--- config.mk ---
export PLATFORM = sky130hd
export DESIGN_NAME = game_ctl
export DESIGN_NICKNAME = d
export VERILOG_FILES = /design/src/rtl/game_ctl.sv
export SDC_FILE = /design/constraint.sdc
export NUM_CORES = 1
export LEC_CHECK = 0
export CORE_MARGIN = 2
export CORE_UTILIZATION = 50
export CTS_BUF_LIST = sky130_fd_sc_hd__clkbuf_4 sky130_fd_sc_hd__clkbuf_8 sky130_fd_sc_hd__clkbuf_16
export DETAILED_ROUTE_END_ITERATION = 16
export GPL_TIMING_DRIVEN = 0
export PLACE_DENSITY_LB_ADDON = 0.12
export SYNTH_ARGS = -nofsm -noshare
export SYNTH_HDL_FRONTEND = slang
export SYNTH_SLANG_ARGS = --single-unit
--- constraint.sdc ---
create_clock -name pclk -period 4.23 [get_ports pclk]
set_input_delay 0.423 -clock pclk [delete_from_list [all_inputs] [get_ports pclk]]
set_output_delay 0.423 -clock pclk [all_outputs]
set_load 0.05 [all_outputs]
--- src/rtl/game_ctl.sv ---
// Game sequencer for the bug-catching game: screen selection, click/hit detection,
// score keeping, frame-based round timer and bug respawn requests.
module game_ctl #(
  parameter int unsigned BTN_X          = 412,
  parameter int unsigned BTN_Y          = 334,
  parameter int unsigned BTN_W          = 200,
  parameter int unsigned BTN_H          = 100,
  parameter int unsigned BUG_W          = 64,
  parameter int unsigned BUG_H          = 64,
  parameter int unsigned FRAMES_PER_SEC = 60,
  parameter int unsigned TIME_LIMIT     = 30,
  parameter int unsigned MAX_SCORE      = 99,
  parameter int unsigned HOLD_FRAMES    = 90
) (
  input  logic        pclk,
  input  logic        rst,
  input  logic        vsync,
  input  logic        mouse_left,
  input  logic [11:0] xpos,
  input  logic [11:0] ypos,
  input  logic [11:0] x_bugpos,
  input  logic [11:0] y_bugpos,
  output logic [1:0]  screen_sel,
  output logic        bug_enable,
  output logic        bug_respawn,
  output logic [6:0]  score,
  output logic [6:0]  time_left,
  output logic        game_over
);

  localparam logic [1:0] S_IDLE = 2'd0;
  localparam logic [1:0] S_PLAY = 2'd1;
  localparam logic [1:0] S_OVER = 2'd2;

  localparam int unsigned FW = (FRAMES_PER_SEC < 2) ? 1 : $clog2(FRAMES_PER_SEC);
  localparam int unsigned HW = (HOLD_FRAMES < 1) ? 1 : $clog2(HOLD_FRAMES + 1);

  localparam logic [12:0] BTN_X0 = 13'(BTN_X);
  localparam logic [12:0] BTN_X1 = 13'(BTN_X + BTN_W);
  localparam logic [12:0] BTN_Y0 = 13'(BTN_Y);
  localparam logic [12:0] BTN_Y1 = 13'(BTN_Y + BTN_H);

  localparam logic [6:0]    TL_INIT  = 7'(TIME_LIMIT);
  localparam logic [6:0]    SC_MAX   = 7'(MAX_SCORE);
  localparam logic [FW-1:0] FR_LAST  = FW'(FRAMES_PER_SEC - 1);
  localparam logic [HW-1:0] HOLD_MAX = HW'(HOLD_FRAMES);

  logic [1:0]    state, state_n;
  logic          mouse_left_d, vsync_d;
  logic [FW-1:0] frame_cnt, frame_n;
  logic [HW-1:0] hold_cnt, hold_n;
  logic [6:0]    score_n, time_n;
  logic          respawn_n;
  logic          click_c, tick_c, in_btn_c, in_bug_c;
  logic [12:0]   bug_x1_c, bug_y1_c;

  assign click_c  = mouse_left & ~mouse_left_d;
  assign tick_c   = vsync & ~vsync_d;
  assign bug_x1_c = {1'b0, x_bugpos} + 13'(BUG_W);
  assign bug_y1_c = {1'b0, y_bugpos} + 13'(BUG_H);

  // 13-bit compares so the far edges never wrap
  assign in_btn_c = ({1'b0, xpos} >= BTN_X0) && ({1'b0, xpos} < BTN_X1) &&
                    ({1'b0, ypos} >= BTN_Y0) && ({1'b0, ypos} < BTN_Y1);
  assign in_bug_c = ({1'b0, xpos} >= {1'b0, x_bugpos}) && ({1'b0, xpos} < bug_x1_c) &&
                    ({1'b0, ypos} >= {1'b0, y_bugpos}) && ({1'b0, ypos} < bug_y1_c);

  always_ff @(posedge pclk) begin
    if (rst) state <= S_IDLE;
    else     state <= state_n;
  end

  always_comb begin
    state_n   = state;
    score_n   = score;
    time_n    = time_left;
    frame_n   = frame_cnt;
    hold_n    = hold_cnt;
    respawn_n = 1'b0;
    case (state)
      S_IDLE: begin
        if (click_c && in_btn_c) begin
          state_n   = S_PLAY;
          score_n   = 7'd0;
          time_n    = TL_INIT;
          frame_n   = '0;
          respawn_n = 1'b1;
        end
      end
      S_PLAY: begin
        if (tick_c) begin
          if (frame_cnt == FR_LAST) begin
            frame_n = '0;
            if (time_left == 7'd1) begin
              time_n  = 7'd0;
              state_n = S_OVER;
              hold_n  = '0;
            end else begin
              time_n = time_left - 7'd1;
            end
          end else begin
            frame_n = frame_cnt + FW'(1);
          end
        end
        // A hit on the expiring tick still scores, but the bug is not respawned
        if (click_c && in_bug_c) begin
          if (score < SC_MAX) score_n = score + 7'd1;
          respawn_n = (state_n == S_PLAY);
        end
      end
      S_OVER: begin
        if (tick_c && (hold_cnt < HOLD_MAX)) hold_n = hold_cnt + HW'(1);
        if (click_c && (hold_cnt == HOLD_MAX)) state_n = S_IDLE;
      end
      default: begin
        state_n = S_IDLE;
        score_n = 7'd0;
        time_n  = TL_INIT;
        frame_n = '0;
        hold_n  = '0;
      end
    endcase
  end

  // Datapath and registered outputs, all derived from the next state
  always_ff @(posedge pclk) begin
    if (rst) begin
      mouse_left_d <= 1'b1;
      vsync_d      <= 1'b1;
      frame_cnt    <= '0;
      hold_cnt     <= '0;
      score        <= 7'd0;
      time_left    <= TL_INIT;
      bug_respawn  <= 1'b0;
      screen_sel   <= 2'd0;
      bug_enable   <= 1'b0;
      game_over    <= 1'b0;
    end else begin
      mouse_left_d <= mouse_left;
      vsync_d      <= vsync;
      frame_cnt    <= frame_n;
      hold_cnt     <= hold_n;
      score        <= score_n;
      time_left    <= time_n;
      bug_respawn  <= respawn_n;
      screen_sel   <= (state_n == S_PLAY) ? 2'd1 : ((state_n == S_OVER) ? 2'd2 : 2'd0);
      bug_enable   <= (state_n == S_PLAY);
      game_over    <= (state_n == S_OVER);
    end
  end

endmodule

==> summary.md <==
| Metric | Value |
|---|---|
| Synth-to-Final Area Change | 30.67% |
| Power density normalized to cell area | 213.7 nW/µm² |
| Most common cell type on the critical path | sky130_fd_sc_hd__ha_1 |
| Half-perimeter wire length after detailed placement | between 5000 and 6000 µm |
| Hold Path Sink | frame_cnt[5]$_SDFFE_PP0P_ |
| Switching portion of total power | 0.2536 |
| Dominant combinational cell family by area after synthesis | simple AND/OR/NAND/NOR gates |
| Postcts setup bufs | 0 |
| Finished Cell Area | 3886 µm² |
| Total cell area at the placement stage | ~3800 µm² |
| Initial antenna violation count | 0 |
| Fraction of final layout cells sized beyond drive strength 1 | 0.07094 |
| Placeable core region | 5851 µm² |
| Slowest stage cell on the critical path | sky130_fd_sc_hd__clkdlybuf4s50_1 |
| Die area | roughly 6600 µm² |
| Syn avg cell area | between 8 and 9 µm² |
| Util after Layout | 0.6642 |
| Multiplexer area fraction after synthesis | 0.006731 |
| Post-synth cell types | 64 |
| Via count normalized by instance count | about 5.7 |
| TritonCTS clock tree | yes |
| # diodes | 0 |
| Vias in the first global route | roughly 2,700 |
| Final Hold Viols | 0 |
| Final cell count without fillers | roughly 500 |
| Effective utilization at floorplan | 0.5083 |
| Number of slew-limit violations in the final report | 0 |
| Synthesized-area fraction occupied by and/or/nand/nor cells | 0.2444 |
| Routed wirelength normalized by instance count | 13.39 µm |
| Transition time at the pin with the least slew margin | about 840 ps |
| Fmax | approximately 310 MHz |
| Switching power total | 210.7 µW |
| Count of mapped cells out of synthesis | around 360 |
| Final min period | about 3200 ps |
| Fin crit share | 0.7529 |
| Die Span Y | 81.13 µm |
| Part of the power in the clock network | 0.378 |
| FFs w/ async S/R, synth | 0 |
| H-tree depth | 2 |
| Result of the run | finished, final reports clean |
| Post_cts resized | 0 |
| Number of vias in the routed layout | 2,897 |
| Max capacitance violation total | 0 |
| Post-synth EDFFs | 0 |
| Die outline width | just over 80 µm |
| P_leak | 0.001636 µW |
| Worst setup skew after layout | 6.354 ps |
| First-pass GRT wire length | about 11,000 µm |
| Synthesized-area fraction occupied by ao, oa, aoi and oai cells | 0.2158 |
| Number of core rows | 28 |
| Cell type with the largest total area after synthesis | sky130_fd_sc_hd__dfxtp_1 |
| Buffers and inverters on the worst path | 1 |
| Crit-path leading delay family | compound AO/OA/AOI/OAI gates |
| Placed cell count | between 500 and 600 |
| Fraction of post-synthesis cell area in the top cell type by area | 0.2356 |
| Initial DRC count | 100 |
| Biggest fanout along the worst timing path | 7 |
| Filler Cells Inserted | just over 500 |
| Clk Latency, worst-skew pair | roughly 300 ps |
| Maximum number of pins on one net before global-route repair | 12 |
| Warning count from the yosys run | 0 |
| Sum of negative setup slack | 0 ps |
| Worst setup path class | input pin to flop |
| Port Buffer Count | 70 |
| Endpoint type of the worst setup path | flop |
| Number of antenna-violating nets in the routed design | 0 |
| Net count of the mapped netlist | around 460 |
| Flip-flop and latch count after synthesis | 35 |
| Top-Level Pins | roughly 70 |
| Unrepaired setup endpoints after global routing | false |
| Sequential area share after synthesis | 0.2356 |
| Worst Hold Slack | roughly 500 ps |
| Critical path depth | 11 |
| GR Overflow Total | 0 |
| Drt total wl | around 6900 µm |
| Required time at the endpoint of the critical path | ~4400 ps |
| Worst-case reg-to-reg path depth | 7 |
| Most frequent cells in the layout | sky130_fd_sc_hd__clkdlybuf4s50_1 (70), sky130_fd_sc_hd__ha_1 (44), sky130_fd_sc_hd__inv_1 (38), sky130_fd_sc_hd__dfxtp_1 (35), sky130_fd_sc_hd__nor2_1 (24) |
| Endpoints failing setup | 0 |
| Max-Slew Margin vs Limit | 0.4355 |
| Detailed-routing iteration count for the pre-antenna-repair pass | 4 |
| Adder-cell area share of the yosys netlist | 0.1851 |
| Cells taking the most area after synthesis | sky130_fd_sc_hd__dfxtp_1 (24%), sky130_fd_sc_hd__ha_1 (19%), sky130_fd_sc_hd__inv_1 (4.8%), sky130_fd_sc_hd__a21oi_1 (3.4%), sky130_fd_sc_hd__nor2_1 (3.0%) |
| Number of buffers created by CTS | 5 |
| Summed instance area of the synthesized netlist | 2974 µm² |
| Logic pwr share | 0.224 |
| Worst reg2reg path startpoint | frame_cnt[0]$_SDFFE_PP0P_ |
| HP Start | frame_cnt[5]$_SDFFE_PP0P_ |
| Power share of the sequential group | 0.398 |
| Min-Delay Path Depth | 2 |
| Sinks on the clock net | 35 |
| Xor-xnor portion of the synthesized cell area | 0.05006 |
| Path category of the worst min-delay check | flop to flop |
| Critical R2R Capture | time_left[4]$_SDFFE_PP1P_ |
| CP startpoint kind | input pin |
| Largest stage delay on the critical path | around 480 ps |
| DRC | 0 |
| Minimum setup slack among reg-to-reg paths | between 2000 and 2500 ps |
| Master cell of the clock root buffer | sky130_fd_sc_hd__clkbuf_8 |
| Top_reg_cell synth | sky130_fd_sc_hd__dfxtp_1 |
| Weighted congestion at the end of routability-driven global placement | 0.8459 |
| Arrival @ worst endpoint | ~3400 ps |
| Number of nets in the finished design | 532 |
| Crit path cell chain | clkdlybuf4s50_1 -> ha_1 -> xnor2_1 -> ha_1 -> o21ai_0 -> a21oi_1 -> a2111oi_0 -> o21a_1 -> nand4_1 -> o311a_1 -> a211o_1 |
| Global router's overall resource usage | 0.2157 |
| Commonest non-fill, non-tap cell in the layout | sky130_fd_sc_hd__clkdlybuf4s50_1 |
| Clock Pin Slew Worst Setup and Hold Paths | ~70 ps |
| Max VDD drop | about 0.00024 V |
| Total of hold buffers inserted after clock tree synthesis | 0 |
| Clock buffer depth | 2 |
| Internal power | 619.9 µW |
[cell type report]
cell class                 count  area (µm²)  area share
timing repair buffer          70       700.7      0.1803
buffer                         7       38.79    0.009981
clock buffer                   6       82.58     0.02125
inverter                      39       146.4     0.03767
tap                           75       93.84     0.02415
clock inverter                 2       35.03    0.009015
multi-input combinational    278        2088      0.5373
sequential                    35       700.7      0.1803
[cell families after synthesis]
group | Yosys count
flip-flops | 35
buffers and inverters | 46
XOR/XNOR | 17
multiplexers | 2
AND/OR/NAND/NOR | 132
AO/OA/AOI/OAI | 83
adder cells (fa/ha/maj) | 44
[tightest hold or removal path, cell delays in order, from the launching register on]
cell and delay (ps):
sky130_fd_sc_hd__dfxtp_1 320, sky130_fd_sc_hd__o21ai_0 70, sky130_fd_sc_hd__a211oi_1 60
[worst max path at each step]
stage | start | end | slack [ps]
after floorplan | y_bugpos[6] | score[6]$_SDFFE_PP0P_ | 1610
after global placement | y_bugpos[6] | score[6]$_SDFFE_PP0P_ | 750
after detailed placement | y_bugpos[6] | score[6]$_SDFFE_PP0P_ | 700
after CTS | y_bugpos[6] | score[6]$_SDFFE_PP0P_ | 1010
after global routing | y_bugpos[6] | score[6]$_SDFFE_PP0P_ | 740
final | y_bugpos[6] | score[6]$_SDFFE_PP0P_ | 1050
[layer usage]
metal	share of wire	vias up	global-route usage	routed length [µm]
li1	-	1476	-	-
met1	0.45	1347	0.2618	3111
met2	0.50	66	0.3893	3432
met3	0.033	8	0.03333	225
met4	0.013	0	0.06610	89
met5	0	-	0	0
[per-stage QoR]
| stage | total power [µW] | setup WS (ps) |
|---|---|---|
| 5_1_grt | 871.2 | 738.2 |
| 4_1_cts | 834.8 | 1011 |
| 6_report | 830.6 | 1045 |
| 3_3_place_gp | 519.0 | 751.8 |
| 2_1_floorplan | 439.1 | 1613 |
| 3_5_place_dp | 524.4 | 701.4 |
[flip-flops by register name, summed over array words and instances (netlist names)]
signal / count
hold_cnt: 7
score: 7
time_left: 7
frame_cnt: 6
screen_sel: 2
state: 2
bug_respawn: 1
game_over: 1
mouse_left_d: 1
vsync_d: 1
[power by group through the flow]
| stage | combinational [µW] | sequential (µW) | clock (µW) |
|---|---|---|---|
| 2_1_floorplan | 101 | 338 | 0 |
| 3_3_place_gp | 181 | 338 | 0 |
| 3_5_place_dp | 186 | 338 | 0 |
| 4_1_cts | 187 | 331 | 317 |
| 5_1_grt | 207 | 331 | 334 |
| 6_report | 186 | 331 | 314 |
[Yosys cell counts (all sizes together) (5+ instances only)]
| library cell | n |
|---|---|
| nand3 | 17 |
| xor2 | 7 |
| o21ai | 14 |
| xnor2 | 10 |
| inv | 39 |
| dfxtp | 35 |
| nor2 | 25 |
| a21oi | 22 |
| nand2 | 23 |
| nand2b | 10 |
| o311a | 5 |
| ha | 44 |
| nand4 | 11 |
| and3 | 7 |
| nor3 | 13 |
(Power assumes the default switching activity.)
